`src/rtl/mips_instr_encoder_if.sv`:
```
// Command and output-word bundle for the MIPS instruction encoder.
// master drives commands and consumes words; slave is the encoder.
interface mips_instr_encoder_if #(
    parameter int unsigned ADDR_W = 8
);
    logic              start;
    logic [ADDR_W-1:0] base_addr;
    logic              cmd_valid;
    logic              cmd_ready;
    logic [3:0]        cmd_kind;
    logic [4:0]        cmd_rs;
    logic [4:0]        cmd_rt;
    logic [4:0]        cmd_rd;
    logic [5:0]        cmd_funct;
    logic [25:0]       cmd_imm;
    logic              out_valid;
    logic              out_ready;
    logic [31:0]       out_word;
    logic [ADDR_W-1:0] out_addr;
    logic              err;
    logic [15:0]       word_count;

    modport master (
        output start, base_addr, cmd_valid, cmd_kind, cmd_rs, cmd_rt, cmd_rd, cmd_funct,
               cmd_imm, out_ready,
        input  cmd_ready, out_valid, out_word, out_addr, err, word_count
    );

    modport slave (
        input  start, base_addr, cmd_valid, cmd_kind, cmd_rs, cmd_rt, cmd_rd, cmd_funct,
               cmd_imm, out_ready,
        output cmd_ready, out_valid, out_word, out_addr, err, word_count
    );
endinterface

```
`src/rtl/mips_instr_encoder.sv`:
```
// Encodes symbolic MIPS commands into 32-bit machine words with word addresses.
// BLT/BGE expand to slt + bne/beq through the AT_REG scratch register.
module mips_instr_encoder #(
    parameter int unsigned ADDR_W = 8,
    parameter int unsigned AT_REG = 1
) (
    input logic                 clk,
    input logic                 reset,
    mips_instr_encoder_if.slave bus
);
    localparam logic [3:0] KRtype = 4'd0,  KLw   = 4'd1,  KSw   = 4'd2,  KLb   = 4'd3;
    localparam logic [3:0] KSb    = 4'd4,  KBeq  = 4'd5,  KBne  = 4'd6,  KAddi = 4'd7;
    localparam logic [3:0] KAndi  = 4'd8,  KOri  = 4'd9,  KXori = 4'd10, KJ    = 4'd11;
    localparam logic [3:0] KJr    = 4'd12, KJalr = 4'd13, KBlt  = 4'd14, KBge  = 4'd15;
    localparam logic [4:0] AtReg  = 5'(AT_REG);

    typedef enum logic {StIdle, StPend} state_e;

    state_e            state;
    logic              out_valid;
    logic [31:0]       out_word;
    logic [ADDR_W-1:0] out_addr;
    logic              err;
    logic [15:0]       word_count;
    logic [ADDR_W-1:0] addr_cnt;
    logic [31:0]       pend_word;

    logic [15:0] imm;
    logic [15:0] imm_m1;
    logic [31:0] word1;
    logic [31:0] word2;
    logic        is_pseudo;
    logic        is_bad;
    logic        cmd_ready;
    logic        accept;
    logic        out_hs;

    assign imm    = bus.cmd_imm[15:0];
    // Second word sits one slot later, so the branch offset shrinks by one.
    assign imm_m1 = imm - 16'd1;

    always_comb begin
        word1     = '0;
        word2     = '0;
        is_pseudo = 1'b0;
        case (bus.cmd_kind)
            KRtype: word1 = {6'b000000, bus.cmd_rs, bus.cmd_rt, bus.cmd_rd, 5'b00000,
                             bus.cmd_funct};
            KLw:    word1 = {6'b100011, bus.cmd_rs, bus.cmd_rt, imm};
            KSw:    word1 = {6'b101011, bus.cmd_rs, bus.cmd_rt, imm};
            KLb:    word1 = {6'b100000, bus.cmd_rs, bus.cmd_rt, imm};
            KSb:    word1 = {6'b101000, bus.cmd_rs, bus.cmd_rt, imm};
            KBeq:   word1 = {6'b000100, bus.cmd_rs, bus.cmd_rt, imm};
            KBne:   word1 = {6'b000101, bus.cmd_rs, bus.cmd_rt, imm};
            KAddi:  word1 = {6'b001000, bus.cmd_rs, bus.cmd_rt, imm};
            KAndi:  word1 = {6'b001100, bus.cmd_rs, bus.cmd_rt, imm};
            KOri:   word1 = {6'b001101, bus.cmd_rs, bus.cmd_rt, imm};
            KXori:  word1 = {6'b001110, bus.cmd_rs, bus.cmd_rt, imm};
            KJ:     word1 = {6'b000010, bus.cmd_imm};
            KJr:    word1 = {6'b000000, bus.cmd_rs, 15'b0, 6'b001000};
            KJalr:  word1 = {6'b000000, bus.cmd_rs, 5'b00000, bus.cmd_rd, 5'b00000,
                             6'b001001};
            KBlt: begin
                word1     = {6'b000000, bus.cmd_rs, bus.cmd_rt, AtReg, 5'b00000, 6'b101010};
                word2     = {6'b000101, AtReg, 5'b00000, imm_m1};
                is_pseudo = 1'b1;
            end
            KBge: begin
                word1     = {6'b000000, bus.cmd_rs, bus.cmd_rt, AtReg, 5'b00000, 6'b101010};
                word2     = {6'b000100, AtReg, 5'b00000, imm_m1};
                is_pseudo = 1'b1;
            end
            default: word1 = '0;
        endcase
    end

    assign is_bad    = is_pseudo && (imm == 16'h8000);
    assign cmd_ready = (state == StIdle) && !bus.start && (!out_valid || bus.out_ready);
    assign accept    = bus.cmd_valid && cmd_ready;
    assign out_hs    = out_valid && bus.out_ready;

    always_ff @(posedge clk or posedge reset) begin
        if (reset) begin
            state      <= StIdle;
            out_valid  <= 1'b0;
            out_word   <= '0;
            out_addr   <= '0;
            err        <= 1'b0;
            word_count <= '0;
            addr_cnt   <= '0;
            pend_word  <= '0;
        end else begin
            err <= 1'b0;
            if (bus.start) begin
                state      <= StIdle;
                out_valid  <= 1'b0;
                addr_cnt   <= bus.base_addr;
                word_count <= '0;
            end else begin
                if (out_hs && (word_count != 16'hFFFF)) begin
                    word_count <= word_count + 16'd1;
                end
                if (state == StPend) begin
                    // Word1 is always valid here; word2 follows with no bubble.
                    if (out_hs) begin
                        out_word <= pend_word;
                        out_addr <= addr_cnt;
                        addr_cnt <= addr_cnt + 1'b1;
                        state    <= StIdle;
                    end
                end else if (accept) begin
                    if (is_bad) begin
                        err <= 1'b1;
                        if (out_hs) out_valid <= 1'b0;
                    end else begin
                        out_valid <= 1'b1;
                        out_word  <= word1;
                        out_addr  <= addr_cnt;
                        addr_cnt  <= addr_cnt + 1'b1;
                        if (is_pseudo) begin
                            pend_word <= word2;
                            state     <= StPend;
                        end
                    end
                end else if (out_hs) begin
                    out_valid <= 1'b0;
                end
            end
        end
    end

    assign bus.cmd_ready  = cmd_ready;
    assign bus.out_valid  = out_valid;
    assign bus.out_word   = out_word;
    assign bus.out_addr   = out_addr;
    assign bus.err        = err;
    assign bus.word_count = word_count;
endmodule

```
`src/flat_wrapper.sv`:
```
// flat-port wrapper written by rule: the top's interface ports become plain ports
module mips_instr_encoder_flat 
#(
    parameter int unsigned ADDR_W = 8,
    parameter int unsigned AT_REG = 1
)
  (clk, reset, bus_start, bus_base_addr, bus_cmd_valid, bus_cmd_kind, bus_cmd_rs, bus_cmd_rt, bus_cmd_rd, bus_cmd_funct, bus_cmd_imm, bus_out_ready, bus_cmd_ready, bus_out_valid, bus_out_word, bus_out_addr, bus_err, bus_word_count);
  mips_instr_encoder_if #(.ADDR_W(ADDR_W)) bus_i ();
  input logic clk;
  input logic reset;
  input wire logic [$bits(bus_i.start)-1:0] bus_start;
  input wire logic [$bits(bus_i.base_addr)-1:0] bus_base_addr;
  input wire logic [$bits(bus_i.cmd_valid)-1:0] bus_cmd_valid;
  input wire logic [$bits(bus_i.cmd_kind)-1:0] bus_cmd_kind;
  input wire logic [$bits(bus_i.cmd_rs)-1:0] bus_cmd_rs;
  input wire logic [$bits(bus_i.cmd_rt)-1:0] bus_cmd_rt;
  input wire logic [$bits(bus_i.cmd_rd)-1:0] bus_cmd_rd;
  input wire logic [$bits(bus_i.cmd_funct)-1:0] bus_cmd_funct;
  input wire logic [$bits(bus_i.cmd_imm)-1:0] bus_cmd_imm;
  input wire logic [$bits(bus_i.out_ready)-1:0] bus_out_ready;
  output wire logic [$bits(bus_i.cmd_ready)-1:0] bus_cmd_ready;
  output wire logic [$bits(bus_i.out_valid)-1:0] bus_out_valid;
  output wire logic [$bits(bus_i.out_word)-1:0] bus_out_word;
  output wire logic [$bits(bus_i.out_addr)-1:0] bus_out_addr;
  output wire logic [$bits(bus_i.err)-1:0] bus_err;
  output wire logic [$bits(bus_i.word_count)-1:0] bus_word_count;
  assign bus_i.start = bus_start;
  assign bus_i.base_addr = bus_base_addr;
  assign bus_i.cmd_valid = bus_cmd_valid;
  assign bus_i.cmd_kind = bus_cmd_kind;
  assign bus_i.cmd_rs = bus_cmd_rs;
  assign bus_i.cmd_rt = bus_cmd_rt;
  assign bus_i.cmd_rd = bus_cmd_rd;
  assign bus_i.cmd_funct = bus_cmd_funct;
  assign bus_i.cmd_imm = bus_cmd_imm;
  assign bus_i.out_ready = bus_out_ready;
  assign bus_cmd_ready = bus_i.cmd_ready;
  assign bus_out_valid = bus_i.out_valid;
  assign bus_out_word = bus_i.out_word;
  assign bus_out_addr = bus_i.out_addr;
  assign bus_err = bus_i.err;
  assign bus_word_count = bus_i.word_count;
  mips_instr_encoder #(.ADDR_W(ADDR_W), .AT_REG(AT_REG)) u_core (.clk(clk), .reset(reset), .bus(bus_i));
endmodule
```
`config.mk`:
```
export PLATFORM = sky130hd
export DESIGN_NAME = mips_instr_encoder_flat
export DESIGN_NICKNAME = d
export VERILOG_FILES = /design/src/rtl/mips_instr_encoder_if.sv /design/src/rtl/mips_instr_encoder.sv /design/src/flat_wrapper.sv
export SDC_FILE = /design/constraint.sdc
export NUM_CORES = 1
export LEC_CHECK = 0
export CAP_MARGIN = 20
export CORE_MARGIN = 2
export CORE_UTILIZATION = 44
export DETAILED_ROUTE_END_ITERATION = 10
export GPL_TIMING_DRIVEN = 0
export HOLD_SLACK_MARGIN = 0.06
export PLACE_DENSITY_LB_ADDON = 0.2
export SLEW_MARGIN = 20
export SYNTH_ARGS = -nofsm -noshare
export SYNTH_HDL_FRONTEND = slang
export SYNTH_SLANG_ARGS = --single-unit
```
`constraint.sdc`:
```
create_clock -name clk -period 2.89 [get_ports clk]
set_input_delay 0.578 -clock clk [delete_from_list [all_inputs] [get_ports clk]]
set_output_delay 0.578 -clock clk [all_outputs]
set_load 0.02 [all_outputs]
```
Word level (Yosys, flattened, before mapping)
Cells that the tools add are included.
{"block": "totals", "ff_bits": 99, "input_bits": 64, "mem_bits_ro": 0, "elab_cells": 86, "mem_bits_rw": 0, "latchBits": 0, "n_memories": 0, "output_inout_bits": 59}
{"block": "classes", "shift": 0, "n_addsub": 3, "eq_ne": 22, "div": 0, "n_lt_le_gt_ge": 0, "mux": 33, "reduce_logical": 17, "bitwise_logic": 3, "multipliers": 0}
{"op": "one-hot mux 32 bit (15 select lines)", "count": 1}
{"op": "two-way mux 32 bit", "count": 4}
{"op": "two-way mux 8 bit", "count": 9}
{"op": "one-hot mux 29 bit (2 select lines)", "count": 1}
{"op": "equality test 4 bit, second input constant", "count": 8}
{"op": "two-way mux 16 bit", "count": 2}
{"op": "adder 16 x 1 -> 16 bit, second input constant", "count": 1}
{"op": "equality test 16 bit, second input constant", "count": 1}
{"op": "equality test 4 x 3 -> 1 bit, second input constant", "count": 4}
{"op": "two-way mux 1 bit", "count": 16}
{"op": "!= test 16 bit, second input constant", "count": 1}
{"op": "subtractor 16 x 1 -> 16 bit, second input constant", "count": 1}
{"op": "adder 8 x 1 -> 8 bit, second input constant", "count": 1}
{"op": "equality test 4 x 2 -> 1 bit, second input constant", "count": 2}
{"op": "logical AND 1 bit", "count": 6}
{"op": "AND reduction 5 bit", "count": 1}
{"op": "equality test 4 x 1 -> 1 bit, second input constant", "count": 1}
{"op": "zero test 4 bit", "count": 1}
{"op": "!= test 2 bit, second input constant", "count": 2}
{"op": "AND reduction 4 bit", "count": 1}
{"op": "nonzero test 2 bit", "count": 2}
{"op": "!= test 3 x 2 -> 1 bit, second input constant", "count": 1}
{"op": "!= test 3 bit, second input constant", "count": 1}
{"op": "NOT 1 bit", "count": 3}
{"op": "6 further kinds", "count": 7}

Longest topological paths before layout
Gate-level depths: netlist of run 1.
{"block": "depth", "depth_word": 8, "mapped_depth": 7, "depth_no_buf": 6}

Worst setup path before layout of run 1
OpenSTA, ideal clock, no wires.
{"block": "synth_timing", "kind": "input -> register", "from": "in bus_cmd_kind[3]", "to": "reg u_core.out_addr[0] (netlist: u_core.bus.out_addr[0])", "cell_stages": 6, "t_arrival_ns": 1.887, "n_path_buf": 2, "t_required_ns": 2.765, "slack_ns": 0.879, "path_cell_list": "clkbuf_1 and3_1 and3_1 a21oi_2 buf_6 mux2_2"}
{"block": "synth_between", "elab_chain_cells": 6, "elab_cells_between_ends": 7, "cone_classes": "eq/ne: 3; mux: 1; reduce/logical: 3"}
{"item": "start: declaration", "line_no": "flat_wrapper.sv:14", "source": "input wire logic [$bits(bus_i.cmd_kind)-1:0] bus_cmd_kind;"}
{"item": "equality test 4 bit", "line_no": "mips_instr_encoder.sv:46", "source": "case (bus.cmd_kind)"}
{"item": "OR reduction 2 bit (no source line) *"}
{"item": "two-way mux 1 bit *", "line_no": "mips_instr_encoder.sv:46"}
{"item": "logical AND 1 bit *", "line_no": "mips_instr_encoder.sv:77", "source": "assign is_bad = is_pseudo && (imm == 16'h8000);"}
{"item": "!= test 2 x 1 -> 1 bit (no source line) *"}
{"item": "AND reduction 4 bit (no source line) *"}
{"item": "end signal: assignment", "line_no": "mips_instr_encoder.sv:107", "source": "out_addr <= addr_cnt;"}
{"item": "end signal: assignment", "line_no": "mips_instr_encoder.sv:118", "source": "out_addr <= addr_cnt;"}
{"item": "end: declaration", "line_no": "mips_instr_encoder.sv:22", "source": "logic [ADDR_W-1:0] out_addr;"}
Every way passes the cells marked *; elsewhere a longest branch is shown, timed or not.
A chain may end at the register's enable or synchronous reset.

Final worst setup path of run 1
{"block": "layout_timing", "from": "in bus_cmd_imm[0]", "to": "reg u_core.out_word[0] (netlist: u_core.bus.out_word[0])"}
{"block": "layout_between", "elab_chain_cells": 4, "elab_cells_between_ends": 8, "cone_classes": "eq/ne: 2; mux: 4; reduce/logical: 2"}
{"item": "start: declaration", "line_no": "flat_wrapper.sv:19", "source": "input wire logic [$bits(bus_i.cmd_imm)-1:0] bus_cmd_imm;"}
{"item": "equality test 16 bit or one-hot mux 32 bit (15 select lines) (tied branches)", "line_no": "mips_instr_encoder.sv:77, mips_instr_encoder.sv:46"}
{"item": "logical AND 1 bit or two-way mux 32 bit (tied branches)", "line_no": "mips_instr_encoder.sv:77, mips_instr_encoder.sv:112"}
{"item": "!= test 2 x 1 -> 1 bit (no source line) or two-way mux 32 bit (tied branches)"}
{"item": "AND reduction 4 bit (no source line) or two-way mux 32 bit (tied branches)"}
{"item": "end signal: assignment", "line_no": "mips_instr_encoder.sv:106", "source": "out_word <= pend_word;"}
{"item": "end signal: assignment", "line_no": "mips_instr_encoder.sv:117", "source": "out_word <= word1;"}
{"item": "end: declaration", "line_no": "mips_instr_encoder.sv:21", "source": "logic [31:0] out_word;"}
Parallel ways exist; a longest one is shown, timed or not. The select of a mux whose other input is x is not followed.

==> results of run 1 <==
==> state kept, by name, summed over array words and instances (netlist names) <==
| name | cells |
|---|---|
| u_core.bus.word_count | 16 |
| u_core.addr_cnt | 8 |
| u_core.bus.err | 1 |
| u_core.pend_word | 18 |
| u_core.state | 1 |
| u_core.bus.out_addr | 8 |
| u_core.bus.out_valid | 1 |
| u_core.bus.out_word | 31 |
==> layout by cell type (no fill, tap or decap), drive strengths merged, types with 7 or more instances in the layout <==
cell           synthesis  final
inv                   13     13
clkbuf                18     27
o21ai                 31     31
mux2                   9      9
a21oi                 52     52
nand4                  9      9
nor3                  19     19
a22oi                  7      7
xor2                  12     12
nand2                 26     26
nor2                  67     67
nand3                 24     24
nor2b                  9      9
dfrtp                 84     84
clkdlybuf4s50          0    117
buf                   13     14
nor4                  11     11
mux2i                 10     10
xnor2                 20     20
==> cell type report <==
type,count,area [um2],share of cell area (%)
multi-input combinational,373,2290,36.9
sequential,84,2100,34.0
timing repair buffer,119,1200,19.4
tap,136,170,2.75
buffer,31,150,2.43
clock buffer,9,124,2.00
clock inverter,5,103,1.66
inverter,13,51.3,0.829
==> cell families after synthesis <==
logic type	synth area share (%)
AND/OR/NAND/NOR	21.8
AO/OA/AOI/OAI	16.6
flip-flops	45.9
buffers and inverters	4.26
XOR/XNOR	6.12
multiplexers	4.40
adder cells (fa/ha/maj)	0.820
other	0.0819
==> layer usage <==
layer,track usage [%],wire length [um],up-vias
li1,-,-,2054
met4,6.86,149,0
met1,31.2,5610,2017
met5,0,0,-
met2,37.8,6020,148
met3,5.46,855,12
==> stage by stage <==
| step | setup slack [ps] | TNS (ps) | utilization [%] | hold slack [ps] |
|---|---|---|---|---|
| 6_report | 318 | 0 | 60.5 | 474 |
| 2_1_floorplan | 147 | 0 | - | 439 |
| 5_1_grt | 230 | 0 | 60.5 | 485 |
| 3_5_place_dp | -25.1 | -172 | 58.2 | 456 |
| 4_1_cts | 6.54 | 0 | 60.4 | 475 |
| 3_3_place_gp | -1290 | -108300 | 58.0 | 451 |
==> worst paths after layout <==
kind                                             startpoint  slack (ps)                             endpoint  depth (start not counted)
max in group asynchronous                             reset        1610     u_core.pend_word[15]$_DFFE_PP0P_                          3
setup / recovery                             bus_cmd_imm[0]         320   u_core.bus.out_word[0]$_DFFE_PP0P_                          8
hold reg to reg            u_core.pend_word[21]$_DFFE_PP0P_         470     u_core.pend_word[21]$_DFFE_PP0P_                          1
setup reg to reg           u_core.bus.out_valid$_DFFE_PP0P_         650   u_core.bus.out_word[0]$_DFFE_PP0P_                          7
hold / removal             u_core.pend_word[21]$_DFFE_PP0P_         470     u_core.pend_word[21]$_DFFE_PP0P_                          1
min in group asynchronous                             reset         650  u_core.bus.out_word[25]$_DFFE_PP0P_                          2
==> worst max-delay path, delay by kind of cell <==
family,cells,cell delay (ps)
buffers and inverters,4,1200
AND/OR/NAND/NOR,1,220
adder cells (fa/ha/maj),1,290
AO/OA/AOI/OAI,2,500
==> where the power goes <==
part | leakage [nW] | switching (mW) | internal (mW)
Combinational | 1.32 | 0.447 | 0.428
Clock | 0.111 | 0.422 | 0.563
Sequential | 1.03 | 0.115 | 1.36
==> results.toml, run 1 <==
[run_status]
status = "completed"

[floorplanning]
start_util_pct = 44.8
rows = 37
ios = 123
die_w_um = 106
die_y_um = 106
core-area_mm2 = 0.0102
dieArea_mm2 = 0.0112

[global_routing]
grt_pass1_wl_um = 21000
grt_pass1_vias = 4229
grt_max_degree = 49
grt_usage_pct = 23.3
grt_antenna_before_repair = 0
globalRouteOverflowTotal = 0

[job]
drv_cap = 0

[sta]
fin_crit_ps = 2570
rsz0062_at_grt = "false"
relSlewSlack_pct = 44.2
skew_ps = 10.3
finalHoldViolCount = 0
setup_viol = 0
timing.final.crit_share_pct = 89.0
slew_viol_final = 0
worstMarginPinSlew_ps = 832
fmax_ghz = 0.389

[placed_design]
gp_congestion = 0.867
dp_hpwl_um = 9330
place_area_mm2 = 0.00595
placed_cells = 756
io_buffers = 118

[pwr]
power.total_mw = 3.33
ir_drop_v = 0.000281
power_density_mw_per_mm2 = 538
leakage_nw = 2.46

[synthesis]
ys.flop_type = "dfrtp_1"
async_flop_share_pct = 100
synth.most_common_cell = "dfrtp_1"
synth_common_cells = "dfrtp_1 (84), nor2_1 (67), a21oi_1 (50), o21ai_0 (29), nand2_1 (26)"
yosysSeqAreaShare_pct = 45.9
syn_nets = 568
ys_ff_latch = 84
ys_warn_count = 0
yosys.area.top_type = "dfrtp_1"
synth_edf_count = 0
synth.avg_cell_area_um2 = 9.14
syn_area_mm2 = 0.00458
syn-instance-count = 501
synthTopCellsByArea = "dfrtp_1 (46%), nor2_1 (5.5%), a21oi_1 (5.5%), xnor2_1 (3.8%), o21ai_0 (3.2%)"
yosysUniqueCellTypes = 57
yosys.area.top_type_share_pct = 45.9

[cts]
clock_latency_ps = 360
cts_setup_buffers = 0
cts_resized = 1
cts_tree = "yes"
holdBufCountCts = 0
clockRootBuffer = "clkbuf_8"
htree_levels = 3
numCtsBuffers = 9
cts.sinks = 84
clk_pin_slew_worst_paths_ps = 80
clockBufferDepth = 2

[setup_path]
worstSetupEndpointType = "flip-flop"
cp_slowest_cell = "clkdlybuf4s50_1"
start_kind = "input pin"
critPathRequiredTime_ps = 3110
arrival_ps = 2800
critPathMaxStageDelay_ps = 600
critical_path_class = "in -> reg"
cp_cell_sequence = "clkdlybuf4s50_1 -> inv_1 -> ha_1 -> and4_1 -> a21oi_2 -> buf_6 -> buf_2 -> a21oi_1"
path_max_fanout = 10

[finish]
finalNonFillerCells = 770
final_nets = 698
num-fill-cells = 909
syn_to_final_growth_pct = 35.2
num_antenna_cells = 0
drive_gt1_share_pct = 8.52
final_area_mm2 = 0.00619

[routing]
vias = 4231
vias_per_cell = 5.49
antenna_left = 0
drc = 0
firstDrtPassIters = 5
wire_per_inst_um = 16.4
routed_wl_um = 12600
drt-initial-drc-count = 221

[hold_path]
hold_class = "reg -> reg"
No activity file was read; power rests on OpenSTA's default activity.
==> run 2, diff against run 1 <==
- CORE_UTILIZATION: 44 -> 50
- DONT_BUFFER_PORTS: unset -> 1
- clock period: 2.89 -> 2.7 ns (I/O delays scaled with it)
==> results.toml, run 2 (synthesized netlist as in run 1, its figures left out) <==
[run_status]
status = "completed"

[finish]
regArea_mm2 = 0.00210
final_nets = 581
drive_gt1_share_pct = 10.6
layout_commonest_cell = "dfrtp_1"
regMostFlops = "u_core.bus.out_word"
syn_to_final_growth_pct = 8.52
num_antenna_cells = 0
most-common-layout-cells = "dfrtp_1 (84), nor2_1 (67), a21oi_1 (50)"
multi_input_area_mm2 = 0.00229
num-fill-cells = 823
reg_top3 = "u_core.bus.out_word (31), u_core.pend_word (18), u_core.bus.word_count (16)"
finalNonFillerCells = 627
largest_register_ffs = 31

[pwr]
leakage_nw = 1.99
power.total_mw = 3.10
ir_drop_v = 0.000333
power_density_mw_per_mm2 = 623

[cts]
cts_tree = "yes"
cts.sinks = 84
clockBufferDepth = 2
numCtsBuffers = 9
holdBufCountCts = 0
htree_levels = 3
clock_latency_ps = 360
clk_pin_slew_worst_paths_ps = 90
clockRootBuffer = "clkbuf_8"

[global_routing]
grt_pass1_vias = 3728
grt_max_degree = 34
grt_usage_pct = 24.4
globalRouteOverflowTotal = 0
grt_antenna_before_repair = 0
grt_pass1_wl_um = 19200

[floorplanning]
rows = 34
ios = 123
die_w_um = 99.7
core-area_mm2 = 0.00881
start_util_pct = 52.0
die_y_um = 99.7
dieArea_mm2 = 0.00994

[setup_path]
critical_path_class = "reg -> out"
path_buf_inv = 2
crit_cells = 3
path_max_fanout = 10
critPathMaxStageDelay_ps = 520
worstSetupEndpointType = "output pin"
critPathTopFamily = "buffers and inverters"
crit_path_frequent_cell = "clkbuf_1"
critPathRequiredTime_ps = 2160
cp_cell_sequence = "clkbuf_1 -> clkbuf_1 -> nor3_2"
cp_slowest_cell = "clkbuf_1"
r2r_cells = 7
start_kind = "flip-flop"
arrival_ps = 1970

[sta]
slew_viol_final = 0
skew_ps = 14.4
setup_viol = 0
fin_crit_ps = 2510
rsz0062_at_grt = "false"
timing.final.crit_share_pct = 93.0
fmax_ghz = 0.398
finalSetupTns_ps = 0
worstMarginPinSlew_ps = 793
finalHoldViolCount = 0
relSlewSlack_pct = 46.8

[routing]
drt-initial-drc-count = 291
wl_met1_um = 5180
vias = 3796
firstDrtPassIters = 5
drc = 0
antenna_left = 0
wire_per_inst_um = 18.5
routed_wl_um = 11600
route.met3.wl_um = 981
routed.top_layer = "met4"
route.met2.wl_um = 5260
vias_per_cell = 6.05

[placed_design]
gp_congestion = 0.900
placed_cells = 611
dp_hpwl_um = 8440
io_buffers = 0

[job]
drv_cap = 0

[hold_path]
hold_class = "in -> async"
## run 2: cell types whose count changed in the layout (fill, tap and decap cells not counted), sizes merged
cell | previous run | this run
dlymetal6s2s | 1 | 0
clkbuf | 27 | 28
clkinvlp | 1 | 3
buf | 14 | 15
clkinv | 1 | 3
clkdlybuf4s50 | 117 | 0
inv | 13 | 12
bufinv | 3 | 1
## run 2: final cells by class
class	count	area share, %
Clock inverter	6	1.28
Sequential cell	84	42.3
Buffer	31	2.95
Timing Repair Buffer	2	0.806
Multi-Input combinational cell	373	46.1
Tap cell	108	2.72
Clock buffer	10	2.77
Inverter	13	1.06
## run 2: repair_timing
| item | CTS | global route |
|---|---|---|
| endpoints found under the setup margin | 0 | 1 |
| resized for setup | 0 | 1 |
| setup buffers | 0 | 0 |
## run 2: worst reg2reg max path: cells and delay by family, from the launching register on
kind                   cells  cell delay (ps)
buffers and inverters      3              760
AOI/OAI and AO/OA          2              490
and+or+nand+nor            2              560
DFF                        1              490
## run 2: path summary, 6_finish.rpt
kind / start / to / slack [ps]
setup / recovery: u_core.state$_DFF_PP0_ / bus_cmd_ready / 190
hold / removal: reset / u_core.bus.out_word[22]$_DFFE_PP0P_ / 80
setup reg to reg: u_core.bus.out_valid$_DFFE_PP0P_ / u_core.bus.out_word[1]$_DFFE_PP0P_ / 280
hold reg to reg: u_core.pend_word[21]$_DFFE_PP0P_ / u_core.pend_word[21]$_DFFE_PP0P_ / 480
max in group asynchronous: reset / u_core.pend_word[15]$_DFFE_PP0P_ / 1840
min in group clk: bus_cmd_imm[0] / u_core.pend_word[0]$_DFFE_PP0P_ / 260
## run 2: metrics by stage
stage | setup WS [ps] | hold slack (ps) | utilization, % | instance area (um2)
after global placement | 366 | 451 | 53.6 | 4720
after floorplan | 727 | 439 | - | 4580
final | 189 | 82.6 | 56.4 | 4970
after detailed placement | 328 | 460 | 54.0 | 4760
after global routing | 74.0 | 101 | 56.4 | 4970
after CTS | 72.3 | 93.2 | 56.3 | 4960
## run 2: where the power goes
part           internal (mW)  switching [mW]  total, mW
combinational          0.196           0.246      0.442
sequential              1.45           0.282       1.74
clock                  0.451           0.468      0.919
## run 2: layer usage
metal  up-vias  track usage (%)
met5         -                0
li1       1819                -
met2       146             37.2
met3        15             6.75
met1      1816             34.3
met4         0             7.17
==> run 3, diff against run 2 <==
- CAP_MARGIN: 20 -> unset
==> results of run 3 <==
The final DEF is identical to that of run 2; final timing and power are the same.
